<file path="src/rtl/lcd_overlay_pkg.sv">
// Shared types and constants for the LCD box-outline overlay.
package lcd_overlay_pkg;

  localparam int unsigned LCD_H_W   = 9;
  localparam int unsigned LCD_PIX_W = 8;

  localparam logic [23:0] COLOR_BLUE  = 24'h0000FF;
  localparam logic [23:0] COLOR_BLACK = 24'h000000;

  typedef struct packed {
    logic               en;
    logic [LCD_H_W-1:0] upper;
    logic [LCD_H_W-1:0] lower;
    logic [LCD_H_W-1:0] left;
    logic [LCD_H_W-1:0] right;
  } box_t;

  typedef enum logic {
    ST_IDLE,
    ST_PENDING
  } commit_st_e;

endpackage

</file>
<file path="src/rtl/lcd_box_hit.sv">
// Combinational outline hit test for one box; bands are drawn inward from each bound.
module lcd_box_hit
  import lcd_overlay_pkg::*;
#(
  parameter int unsigned THICK = 2
) (
  input  box_t               i_box,
  input  logic [LCD_H_W-1:0] i_hcount,
  input  logic [LCD_H_W-1:0] i_lcount,
  output logic               o_hit
);

  localparam int unsigned   TM1 = THICK - 1;
  localparam logic [LCD_H_W:0] T1 = TM1[LCD_H_W:0];

  logic [LCD_H_W:0] w_h, w_l, w_u, w_lo, w_le, w_r;
  logic             w_valid, w_in_rows, w_in_cols, w_band;

  assign w_h  = {1'b0, i_hcount};
  assign w_l  = {1'b0, i_lcount};
  assign w_u  = {1'b0, i_box.upper};
  assign w_lo = {1'b0, i_box.lower};
  assign w_le = {1'b0, i_box.left};
  assign w_r  = {1'b0, i_box.right};

  assign w_valid   = i_box.en && (w_u <= w_lo) && (w_le <= w_r);
  assign w_in_rows = (w_l >= w_u) && (w_l <= w_lo);
  assign w_in_cols = (w_h >= w_le) && (w_h <= w_r);

  // Each band is clipped to the box itself, so thin boxes fill instead of spilling past a bound.
  assign w_band = (w_l <= w_u + T1) || (w_l + T1 >= w_lo) ||
                  (w_h <= w_le + T1) || (w_h + T1 >= w_r);

  assign o_hit = w_valid && w_in_rows && w_in_cols && w_band;

endmodule

</file>
<file path="src/rtl/lcd_box_overlay.sv">
// Box-outline overlay on the grayscale LCD stream: shadow/active box banks with
// frame-aligned commit, and a 2-stage hit/colour pipeline.
module lcd_box_overlay
  import lcd_overlay_pkg::*;
#(
  parameter int unsigned     H_W       = LCD_H_W,
  parameter int unsigned     PIX_W     = LCD_PIX_W,
  parameter int unsigned     NUM_BOX   = 4,
  parameter int unsigned     THICK     = 2,
  parameter logic [3*PIX_W-1:0] BOX_COLOR = COLOR_BLUE,
  localparam int unsigned    IDX_W     = (NUM_BOX > 1) ? $clog2(NUM_BOX) : 1
) (
  input  logic             clk,
  input  logic             rst_n,
  input  logic [H_W-1:0]   hcount,
  input  logic [H_W-1:0]   lcount,
  input  logic             pix_valid,
  input  logic             frame_start,
  input  logic [PIX_W-1:0] datain,
  input  logic             cfg_valid,
  output logic             cfg_ready,
  input  logic [IDX_W-1:0] cfg_idx,
  input  logic             cfg_en,
  input  logic [H_W-1:0]   cfg_upper,
  input  logic [H_W-1:0]   cfg_lower,
  input  logic [H_W-1:0]   cfg_left,
  input  logic [H_W-1:0]   cfg_right,
  input  logic             cfg_commit,
  output logic [PIX_W-1:0] lcd_out_rgb_r,
  output logic [PIX_W-1:0] lcd_out_rgb_g,
  output logic [PIX_W-1:0] lcd_out_rgb_b,
  output logic             out_valid
);

  box_t         r_shadow [NUM_BOX];
  box_t         r_active [NUM_BOX];
  commit_st_e   r_state, w_state_nx;
  logic         w_copy, w_wr;

  logic [NUM_BOX-1:0] w_hit, r_hit;
  logic [PIX_W-1:0]   r_data;
  logic               r_vld;

  logic [IDX_W-1:0]   w_win;
  logic               w_any;
  logic [3*PIX_W-1:0] w_palette [NUM_BOX];

  logic [PIX_W-1:0]   r_out_r, r_out_g, r_out_b;
  logic               r_out_vld;

  // Commit FSM
  always_ff @(posedge clk or negedge rst_n) begin
    if (!rst_n) r_state <= ST_IDLE;
    else        r_state <= w_state_nx;
  end

  // A commit coinciding with frame_start only arms; the copy waits for the next frame.
  always_comb begin
    w_state_nx = r_state;
    w_copy     = 1'b0;
    case (r_state)
      ST_IDLE:    if (cfg_commit) w_state_nx = ST_PENDING;
      ST_PENDING: if (frame_start) begin
        w_copy     = 1'b1;
        w_state_nx = cfg_commit ? ST_PENDING : ST_IDLE;
      end
      default:    w_state_nx = ST_IDLE;
    endcase
  end

  assign cfg_ready = (r_state == ST_IDLE);
  assign w_wr      = cfg_valid && cfg_ready;

  always_ff @(posedge clk or negedge rst_n) begin
    if (!rst_n) begin
      for (int unsigned k = 0; k < NUM_BOX; k++) r_shadow[k] <= '0;
    end else if (w_wr && (32'(cfg_idx) < NUM_BOX)) begin
      r_shadow[cfg_idx] <= '{en: cfg_en, upper: cfg_upper, lower: cfg_lower,
                             left: cfg_left, right: cfg_right};
    end
  end

  always_ff @(posedge clk or negedge rst_n) begin
    if (!rst_n) begin
      for (int unsigned k = 0; k < NUM_BOX; k++) r_active[k] <= '0;
    end else if (w_copy) begin
      r_active <= r_shadow;
    end
  end

  for (genvar k = 0; k < NUM_BOX; k++) begin : g_box
    lcd_box_hit #(.THICK(THICK)) u_hit (
      .i_box    (r_active[k]),
      .i_hcount (hcount),
      .i_lcount (lcount),
      .o_hit    (w_hit[k])
    );
    assign w_palette[k] = BOX_COLOR;
  end

  // Stage 1
  always_ff @(posedge clk or negedge rst_n) begin
    if (!rst_n) begin
      r_hit  <= '0;
      r_data <= '0;
      r_vld  <= 1'b0;
    end else begin
      r_hit  <= w_hit;
      r_data <= datain;
      r_vld  <= pix_valid;
    end
  end

  // Lowest-index hit wins; the palette is indexed so per-box colours can be added later.
  always_comb begin
    w_win = '0;
    w_any = 1'b0;
    for (int unsigned k = 0; k < NUM_BOX; k++) begin
      if (r_hit[k] && !w_any) begin
        w_win = IDX_W'(k);
        w_any = 1'b1;
      end
    end
  end

  // Stage 2
  always_ff @(posedge clk or negedge rst_n) begin
    if (!rst_n) begin
      r_out_r   <= '0;
      r_out_g   <= '0;
      r_out_b   <= '0;
      r_out_vld <= 1'b0;
    end else begin
      r_out_vld <= r_vld;
      if (r_vld) begin
        if (w_any) {r_out_r, r_out_g, r_out_b} <= w_palette[w_win];
        else       {r_out_r, r_out_g, r_out_b} <= {r_data, r_data, r_data};
      end
    end
  end

  assign lcd_out_rgb_r = r_out_r;
  assign lcd_out_rgb_g = r_out_g;
  assign lcd_out_rgb_b = r_out_b;
  assign out_valid     = r_out_vld;

endmodule

</file>
<file path="config.mk">
export PLATFORM = sky130hd
export DESIGN_NAME = lcd_box_overlay
export DESIGN_NICKNAME = d
export VERILOG_FILES = /design/src/rtl/lcd_overlay_pkg.sv /design/src/rtl/lcd_box_hit.sv /design/src/rtl/lcd_box_overlay.sv
export SDC_FILE = /design/constraint.sdc
export NUM_CORES = 1
export LEC_CHECK = 0
export BUFFER_PORTS_ARGS = -buffer_cell sky130_fd_sc_hd__buf_2
export CORE_MARGIN = 4
export CORE_UTILIZATION = 40
export DETAILED_ROUTE_END_ITERATION = 16
export GPL_TIMING_DRIVEN = 0
export SLEW_MARGIN = 30
export SYNTH_ARGS = -nofsm -noshare
export SYNTH_HDL_FRONTEND = slang
export SYNTH_SLANG_ARGS = --single-unit
</file>
<file path="constraint.sdc">
create_clock -name clk -period 6.1 [get_ports clk]
set_input_delay 0.61 -clock clk [delete_from_list [all_inputs] [get_ports clk]]
set_output_delay 0.61 -clock clk [all_outputs]
set_load 0.01 [all_outputs]
</file>
Word-level counts from Yosys, hierarchy flattened

Index checks and enable logic that the tools add are counted.

$add $sub $neg: 10
$mul: 0
Divide/modulo/power cells: 0
$lt $le $gt $ge: 43
Equality and inequality tests: 0
Shifts and indexed selects: 0
Mux-type cells: 21
Bitwise gates (word level): 3
Reductions and logical operators: 48

Operators by type and width:

| kind                 | number |
|---|---|
| $bwmux 148           | 1 |
| $le 9x9->1           | 16 |
| $add 9x1->10 const B | 10 |
| $ge 10x9->1          | 8 |
| $le 9x10->1          | 8 |
| $demux 37 s2         | 1 |
| $ge 9x9->1           | 8 |
| $bmux 24 s2          | 1 |
| $mux 24              | 2 |
| $mux 37              | 1 |
| $logic_and 1x1->1    | 33 |
| $mux 8               | 3 |
| $logic_or 1x1->1     | 12 |
| $mux 1               | 9 |
| $ge 3x3->1 const B   | 2 |
| $not 2->3            | 2 |
| $mux 2               | 2 |
| $logic_not 1->1      | 3 |
| $lt 3x1->1 const B   | 1 |
| $pmux 1 s2           | 1 |
| $not 1->1            | 1 |

Register bits: 335
Bits in latches: 0
Bits in writable memories: 0
Bits in read-only memories: 0
Bits of input ports: 71
Output and inout bits: 26
Word-level logic and storage cells: 173
Memories kept: 0

Depth between registers and ports, before layout

Gate-level depths: netlist of the first run.

Depth after elaboration: 15
Gate-level depth with buffers: 13
Depth with buffers taken out: 13

Cells and area by module

From an unflattened synthesis of the first run, not the netlist that was laid out.

Cells, all modules: 2018
Area total of the unflattened synthesis: 22414.0 um^2

By module, submodules not included:

| module                            | times used | cells an instance | area an instance (um^2) |
|---|---|---|---|
| lcd_box_overlay                   | 1          | 717               | 12258.0 |
| lcd_box_hit at g_box[1].u_hit ... | 2          | 322               | 2522.4 |
| lcd_box_hit at g_box[0].u_hit     | 1          | 329               | 2562.5 |
| lcd_box_hit at g_box[2].u_hit     | 1          | 328               | 2548.7 |

Worst setup path before layout of the first run

No wires, ideal clock.

Path kind: input-to-reg
Start: in hcount[3]
End: reg r_hit[3]
Arrival time: 2.760 ns
Required time: 5.978 ns
Slack: 3.218 ns
Stages on the path: 11
Buffers on the path: 0
Cells stage by stage: and3_1 > nand2_1 > nor2_1 > xor2_1 > ha_1 > a21o_1 > a221o_1 > or4_1 > a31oi_1 > nand4b_1 > o2111a_1

Longest elaborated chain between the ends: 4

RTL lines:

| item                                                  | RTL line                             | source |
|---|---|---|
| start, declared                                       | lcd_box_overlay.sv:15                | `input logic [H_W-1:0] hcount,` |
| $add 9x1->10 (tied with other cells)                  | lcd_box_hit.sv:32                    | `(w_h <= w_le + T1) \|\| (w_h + T1 >= w_r);` |
| $ge 10x9->1 (tied with other cells)                   | lcd_box_hit.sv:32                    |  |
| $logic_or 1x1->1 or $logic_and 1x1->1 (tied branches) | lcd_box_hit.sv:32, lcd_box_hit.sv:34 |  |
| $logic_and 1x1->1 *                                   | lcd_box_hit.sv:34                    | `assign o_hit = w_valid && w_in_rows && w_in_cols && w_band;` |
| via g_box[3].u_hit.o_hit                              | lcd_box_hit.sv:10                    | `output logic o_hit` |
| end signal, assigned                                  | lcd_box_overlay.sv:108               | `r_hit <= w_hit;` |
| end, declared                                         | lcd_box_overlay.sv:40                | `logic [NUM_BOX-1:0] w_hit, r_hit;` |

The timed path passes the listed nets; every way through them passes the cells marked *.
A chain may end at the register's enable or synchronous reset.

Worst setup path in the final report of the first run

Start: in hcount[4]
End: reg r_hit[3]

Same word-level chain as after synthesis.

==> key figures, run 1 <==
Power
  • Cell Pwr Density: 377 mW/mm^2
  • VDD IR max: 185 uV
  • Power consumption: 9040 uW
  • Lkg Pwr: 0.0113 uW

CTS
  • Max clock buf depth: 3
  • Clock transition at path regs: 0.06 ns
  • Cts bufs inserted: 39
  • CTS Sinks: 327
  • Post-CTS Setup Inserts: 0
  • Root buffer selected by CTS: clkbuf_16
  • Worst skew pair latency: 0.56 ns
  • CTS tree: yes
  • Htree depth: 2

Critical path
  • R2R depth: 11
  • Critical Path RT: 6.50 ns
  • Worst setup SP type: primary input
  • Worst Path Arrival: 3.98 ns
  • R2r setup slk: 2.97 ns
  • Worst Setup Path Type: in -> reg
  • R2R Path Start: r_active[11]$_DFFE_PN0P_
  • Maximum fanout along the worst path: 14
  • Reg-to-reg endpoint: r_hit[3]$_DFF_PN0_
  • Setup crit end kind: flop

Place
  • Placed Instance Area: 0.0228 mm^2
  • Port buffer count: 96
  • Gpl congestion: 0.930
  • Post-DP HPWL: 45600 um
  • Pre-CTS WS: 2.00 ns

Synth
  • Multiplexer share of the synthesized area: 15.6%
  • Seq/Total Area, Yosys: 38.4%
  • Top cells by area, synth: dfrtp_1, ha_1, mux2_1, inv_1, xnor2_1
  • Synth Register Bits: 327
  • Post-synth ARST share: 100%
  • Compound-cell area share of the yosys netlist: 9.17%
  • Yosys warning total: 0
  • Simple logic cell fraction of the synthesized area: 8.21%
  • Syn Nets: 2359
  • Syn Inst Count: 1918
  • Synth area leader: dfrtp_1
  • Post-Syn Area: 0.0213 mm^2
  • Syn avg cell area: 11.1 um^2
  • Post-synth cell types: 65
  • Xor and xnor area share after synthesis: 2.87%
  • Post-synth top area share: 38.4%
  • EDFF count, synth: 0
  • Synth Flop Type: dfrtp_1
  • Adder-Cell Fraction of Synth Area: 21.7%
  • Largest family of logic cells by synthesized area: adder cells

Floorplanning
  • Ports: 97
  • Num rows: 84
  • Die height: 239 um
  • Die X: 239 um
  • Die footprint: 0.0571 mm^2
  • Starting Density: 40.5%
  • Total core area: 0.0527 mm^2

STA
  • Clock Skews: 0.0182 ns
  • Max-slew violation count: 0
  • Post-route minimum period: 3.58 ns
  • Final Cycle Share: 58.8%
  • F_max: 279 MHz
  • Slew headroom: 33.4%
  • Setup Viol. Count Final: 0
  • RSZ-0062 raised after global routing: no
  • Setup slack after layout: 2.52 ns
  • Final hold violation count: 0
  • Worst-Margin Slew: 0.999 ns

Min path
  • Hold Path Sink: r_data[6]$_DFF_PN0_
  • HP Start: datain[6]
  • WHS Path Cells: 1
  • HP Class: in -> reg

Layout
  • Most frequent cells in the layout: ha_1, dfrtp_1, mux2_1
  • # nets final: 2500
  • Core Util, Final: 45.6%
  • Most common cell after layout, fill and taps aside: ha_1
  • Post-route cell area: 0.0240 mm^2
  • Layout cells sized above 1: 12.1%
  • Area grow syn2layout: 12.6%

Global route
  • Vias in the first global route: 16200
  • Global route total overflow: 0
  • Pin count of the biggest net entering global routing: 92
  • Global-route wire length before repair: 90900 um
  • GRT Overall Usage: 20.4%
  • Initial antenna violation count: 5

Route
  • Via/cell ratio: 5.60
  • DRT Pass-1 Iters: 6
  • DR iter-0 viols: 766
  • DRT antenna net count: 0
  • Drt total wl: 58000 um
  • Avg WL per Cell: 20.8 um
  • Detailed-route via count: 15600
  • Residual DRC: 0

Status
  • Run status: completed

Flow run
  • MaxCap Viol Count: 0
==> worst max-delay path, stage by stage <==
cell and delay [ns]:
buf_2 0.42, and3_1 0.28, nand2_1 0.10, nor2_1 0.16
xor2_1 0.58, ha_1 0.37, a21o_1 0.18, a221o_1 0.32
or4_1 0.46, a31oi_1 0.16, nand4b_1 0.11, o2111a_1 0.21
==> sequential cells by signal, summed over array words and instances (netlist names) <==
| register | flops |
|---|---|
| r_data | 8 |
| r_state | 1 |
| out_valid | 1 |
| lcd_out_rgb_b | 8 |
| lcd_out_rgb_r | 8 |
| r_vld | 1 |
| r_active | 148 |
| r_shadow | 148 |
| r_hit | 4 |
==> synth_stat cells, drive strengths merged, types with 2 or more instances <==
| cell type | n |
|---|---|
| ha | 370 |
| dfrtp | 327 |
| mux2 | 296 |
| inv | 167 |
| a21oi | 92 |
| nand2 | 75 |
| nand3 | 68 |
| o21ai | 67 |
| xnor2 | 64 |
| nor2 | 56 |
| nand4 | 55 |
| buf | 35 |
| nor3 | 31 |
| a21o | 24 |
| o21a | 21 |
| a211oi | 19 |
| a2111oi | 15 |
| nor2b | 15 |
| o211ai | 11 |
| clkbuf | 9 |
| nor4 | 9 |
| o22a | 8 |
| o2111ai | 7 |
| and3 | 6 |
| o21bai | 6 |
| xor2 | 6 |
| a31oi | 5 |
| nand4b | 5 |
| o221ai | 5 |
| a41oi | 4 |
| nand3b | 4 |
| nor4b | 4 |
| a22oi | 3 |
| o311ai | 3 |
| and4 | 2 |
| and4b | 2 |
| nor4bb | 2 |
| o22ai | 2 |
| o31a | 2 |
| o31ai | 2 |
==> worst max path at each step <==
stage,start,end,cells past startpoint
2_1_floorplan,hcount[3],r_hit[3]$_DFF_PN0_,11
3_3_place_gp,rst_n,r_active[31]$_DFFE_PN0P_,1
3_5_place_dp,hcount[2],r_hit[3]$_DFF_PN0_,12
4_1_cts,hcount[2],r_hit[3]$_DFF_PN0_,12
5_1_grt,hcount[4],r_hit[3]$_DFF_PN0_,12
6_report,hcount[4],r_hit[3]$_DFF_PN0_,12
==> stage by stage <==
stage | setup TNS [ns] | hold WS, ns | instances
after detailed placement | 0 | 0.369 | 2705
final | 0 | 0.160 | 2782
after CTS | 0 | 0.126 | 2777
after global routing | 0 | 0.134 | 2777
after floorplan | 0 | 0.314 | 1918
after global placement | -534.51 | 0.368 | 2702
==> where the power goes <==
part,leakage [uW],switching (uW),internal [uW]
Clock,0.000597,929,1310
Combinational,0.00670,1930,1600
Sequential,0.00397,514,2760
==> metal layers <==
| metal | track usage (%) | wire length [um] | vias up |
|---|---|---|---|
| met4 | 5.56 | 1460 | 0 |
| li1 | - | - | 7325 |
| met2 | 33.8 | 26900 | 340 |
| met3 | 3.41 | 2730 | 100 |
| met5 | 0 | 0 | - |
| met1 | 27.7 | 26900 | 7826 |
==> final cells by class <==
cell class	instances	area, um^2
Antenna cell	5	12.5
Buffer	44	229
Clock buffer	54	1100
Clock inverter	17	126
Fill cell	4880	28600
Inverter	168	631
Multi-Input combinational cell	1379	12300
Sequential cell	327	8180
Tap cell	688	861
Timing Repair Buffer	100	583
==> what timing repair did <==
item,in CTS,in global routing
gates resized for setup,0,0
endpoints found under the hold margin,8,0
hold buffers,1,0
==> cells by family after synthesis <==
kind of cell | count (synthesis)
AOI/OAI and AO/OA | 305
xor gates and xnor gates | 70
adders and majority gates | 370
buffers and inverters | 212
DFF | 327
muxes | 296
and+or+nand+nor | 338
No activity file was read; power rests on OpenSTA's default activity.
==> run 2, diff against run 1 <==
--- a/config.mk
+++ b/config.mk
@@ -5,6 +5,7 @@
 export SDC_FILE = /design/constraint.sdc
 export NUM_CORES = 1
 export LEC_CHECK = 0
+export ABC_AREA = 1
 export BUFFER_PORTS_ARGS = -buffer_cell sky130_fd_sc_hd__buf_2
 export CORE_MARGIN = 4
 export CORE_UTILIZATION = 40
==> constraint.sdc (replaced) <==
create_clock -name clk -period 3.14 [get_ports clk]
set_input_delay 0.314 -clock clk [delete_from_list [all_inputs] [get_ports clk]]
set_output_delay 0.314 -clock clk [all_outputs]
set_load 0.01 [all_outputs]
==> key figures, run 2 <==
Status
  • Run status: completed

STA
  • RSZ-0062 raised after global routing: no
  • Final hold slack: 0.126 ns
  • Clock Skews: 0.0203 ns
  • Final hold violation count: 0
  • Max-slew violation count: 0
  • Post-route minimum period: 2.84 ns
  • Slew headroom: 31.7%
  • Worst-Margin Slew: 1.02 ns
  • F_max: 353 MHz
  • Setup Viol. Count Final: 0
  • Final Cycle Share: 90.3%

Floorplanning
  • Starting Density: 40.7%
  • Die X: 243 um
  • Die footprint: 0.0591 mm^2
  • Num rows: 85
  • Total core area: 0.0543 mm^2
  • Die height: 243 um
  • Ports: 97

Global route
  • Vias in the first global route: 19100
  • Global-route wire length before repair: 108000 um
  • Grt met3 use: 3.45%
  • Gr busiest metal: met2
  • Global route total overflow: 0
  • Met2 Use GR: 39.1%
  • Pin count of the biggest net entering global routing: 87
  • Met1 GRT Util: 30.9%
  • Initial antenna violation count: 0
  • GRT Overall Usage: 23.4%

Critical path
  • Slowest CP cell: dfrtp_1
  • R2r setup slk: 0.30 ns
  • Slowest cell delay on critical path: 0.44 ns
  • Worst Setup EP: r_hit[1]$_DFF_PN0_
  • Crit path launch: r_active[83]$_DFFE_PN0P_
  • Reg-to-reg endpoint: r_hit[1]$_DFF_PN0_
  • Critical Path RT: 3.58 ns
  • R2R Path Start: r_active[83]$_DFFE_PN0P_
  • R2R depth: 16
  • Worst Path Arrival: 3.28 ns
  • Maximum fanout along the worst path: 5
  • Crit-path cells: ha_1 > nand3_1 > nor3_1 > nand3_1 > xor2_1 > ha_1 > nand3_1 > nor2_1 > nand2_1 > nand3_1 > nor2_1 > nand3_1 > nor2_1 > nand3_1 > nand2_1 > inv_1
  • Crit path top cell by count: nand3_1
  • Worst Setup Path Type: reg -> reg
  • Setup crit end kind: flop
  • Worst setup SP type: flop

Synth
  • Syn Inst Count: 2754
  • Post-synth top cells: nand2_1, ha_1, inv_1, dfrtp_1, nor2_1
  • Yosys warning total: 0
  • Simple logic cell fraction of the synthesized area: 20.0%
  • Most common cell in the netlist: nand2_1
  • Post-synth cell types: 36
  • Adder-Cell Fraction of Synth Area: 20.9%
  • Post-synth top area share: 37.0%
  • Top cells by area, synth: dfrtp_1, ha_1, nand2_1, inv_1, a21oi_1
  • Seq/Total Area, Yosys: 37.0%
  • EDFF count, synth: 0
  • Synth Flop Type: dfrtp_1
  • Post-synth ARST share: 100%
  • Syn Nets: 3195
  • Syn avg cell area: 8.04 um^2
  • Largest family of logic cells by synthesized area: adder cells
  • Compound-cell area share of the yosys netlist: 11.2%
  • Synth area leader: dfrtp_1
  • Multiplexer share of the synthesized area: 0.611%
  • Xor and xnor area share after synthesis: 2.69%
  • Synth Register Bits: 327
  • Post-Syn Area: 0.0221 mm^2

Power
  • Cell Pwr Density: 632 mW/mm^2
  • Lkg Pwr: 0.0136 uW
  • VDD IR max: 355 uV

Layout
  • Most frequent cells in the layout: nand2_1, ha_1, inv_1
  • Core Util, Final: 46.4%
  • Most common cell after layout, fill and taps aside: nand2_1
  • Biggest regs: r_active (148), r_shadow (148)
  • Register area: 0.00818 mm^2
  • Post-route cell area: 0.0252 mm^2
  • Layout cells sized above 1: 7.99%
  • Filler instances: 5231
  • Area of the multi-input gates: 0.0123 mm^2
  • # nets final: 3351
  • Area grow syn2layout: 13.9%

Route
  • DRT antenna net count: 0
  • Residual DRC: 0
  • Via/cell ratio: 5.20
  • Avg WL per Cell: 18.9 um
  • Drt total wl: 69400 um
  • DRT Pass-1 Iters: 6
  • Detailed-route via count: 19200
  • DR iter-0 viols: 1419

Place
  • Post-DP HPWL: 52800 um
  • Port buffer count: 96
  • Placed Instance Area: 0.0237 mm^2
  • Gpl congestion: 0.938

CTS
  • CTS tree: yes
  • Clock transition at path regs: 0.06 ns
  • Cts bufs inserted: 42
  • Worst skew pair latency: 0.57 ns
  • Root buffer selected by CTS: clkbuf_16
  • Htree depth: 2
  • Max clock buf depth: 3
  • CTS Sinks: 327

Min path
  • HP Start: cfg_right[2]
  • HP Class: in -> reg

Flow run
  • MaxCap Viol Count: 0
-- run 2: layer usage --
layer  up-vias  share of wire [%]  routed length [um]
li1       9334                  -                   -
met2       558                 46               32200
met1      9132                 44               30400
met4         0                3.9                2680
met5         -                  0                   0
met3       142                5.9                4130
-- run 2: repair_timing --
action                    4_1_cts  5_1_grt
hold buffers                   12        0
resized for setup               0        0
hold endpoints to repair       50        0
setup buffers                   0        0
-- run 2: final cells by class --
type	instances	share of cell area, %
multi-input cells	1998	48.7
flip-flops and latches	327	32.5
inverters	355	5.29
clock buffers	55	4.64
well taps	739	3.67
repair buffers	112	2.86
plain buffers	74	1.39
clock inverters	22	1.03
diodes	1	0.00993
-- run 2: kinds of logic after synthesis --
logic type / after synthesis
xor gates and xnor gates: 68
AOI/OAI and AO/OA: 473
DFF: 327
muxes: 12
and+or+nand+nor: 1075
adders and majority gates: 370
buffers and inverters: 429
-- run 2: power breakdown --
group	internal (uW)	total, uW	switching (uW)
clock network	2990	4990	2010
registers	5050	5680	629
logic	2010	5250	3240
total	10000	15900	5880
-- run 2: how the worst min path moves through the flow --
stage | depth (start not counted) | slack (ns) | end
after floorplan | 0 | 0.02 | lcd_out_rgb_b[0]$_DFFE_PN0P_
after global placement | 0 | 0.36 | out_valid$_DFF_PN0_
after detailed placement | 1 | 0.24 | r_vld$_DFF_PN0_
after CTS | 3 | 0.1 | r_shadow[76]$_DFFE_PN0P_
after global routing | 3 | 0.13 | r_shadow[76]$_DFFE_PN0P_
final | 3 | 0.13 | r_shadow[76]$_DFFE_PN0P_
-- run 2: worst max-delay path: cells and delay by family (launching register included) --
| family | cells | cell delay, ns |
|---|---|---|
| adder cells (fa/ha/maj) | 2 | 0.52 |
| XOR/XNOR | 1 | 0.16 |
| AND/OR/NAND/NOR | 12 | 1.53 |
| flip-flops | 1 | 0.44 |
| buffers and inverters | 1 | 0.06 |
-- run 2: per-stage QoR --
step	total power [uW]	worst slack, ns	instances	TNS (ns)
after CTS	16000	0.321	3682	0
after floorplan	9240	0.995	2754	0
after global routing	17100	0.0646	3682	0
final	15900	0.305	3683	0
after global placement	10700	-4.59	3589	-1484.28
after detailed placement	10900	-0.235	3593	-0.533
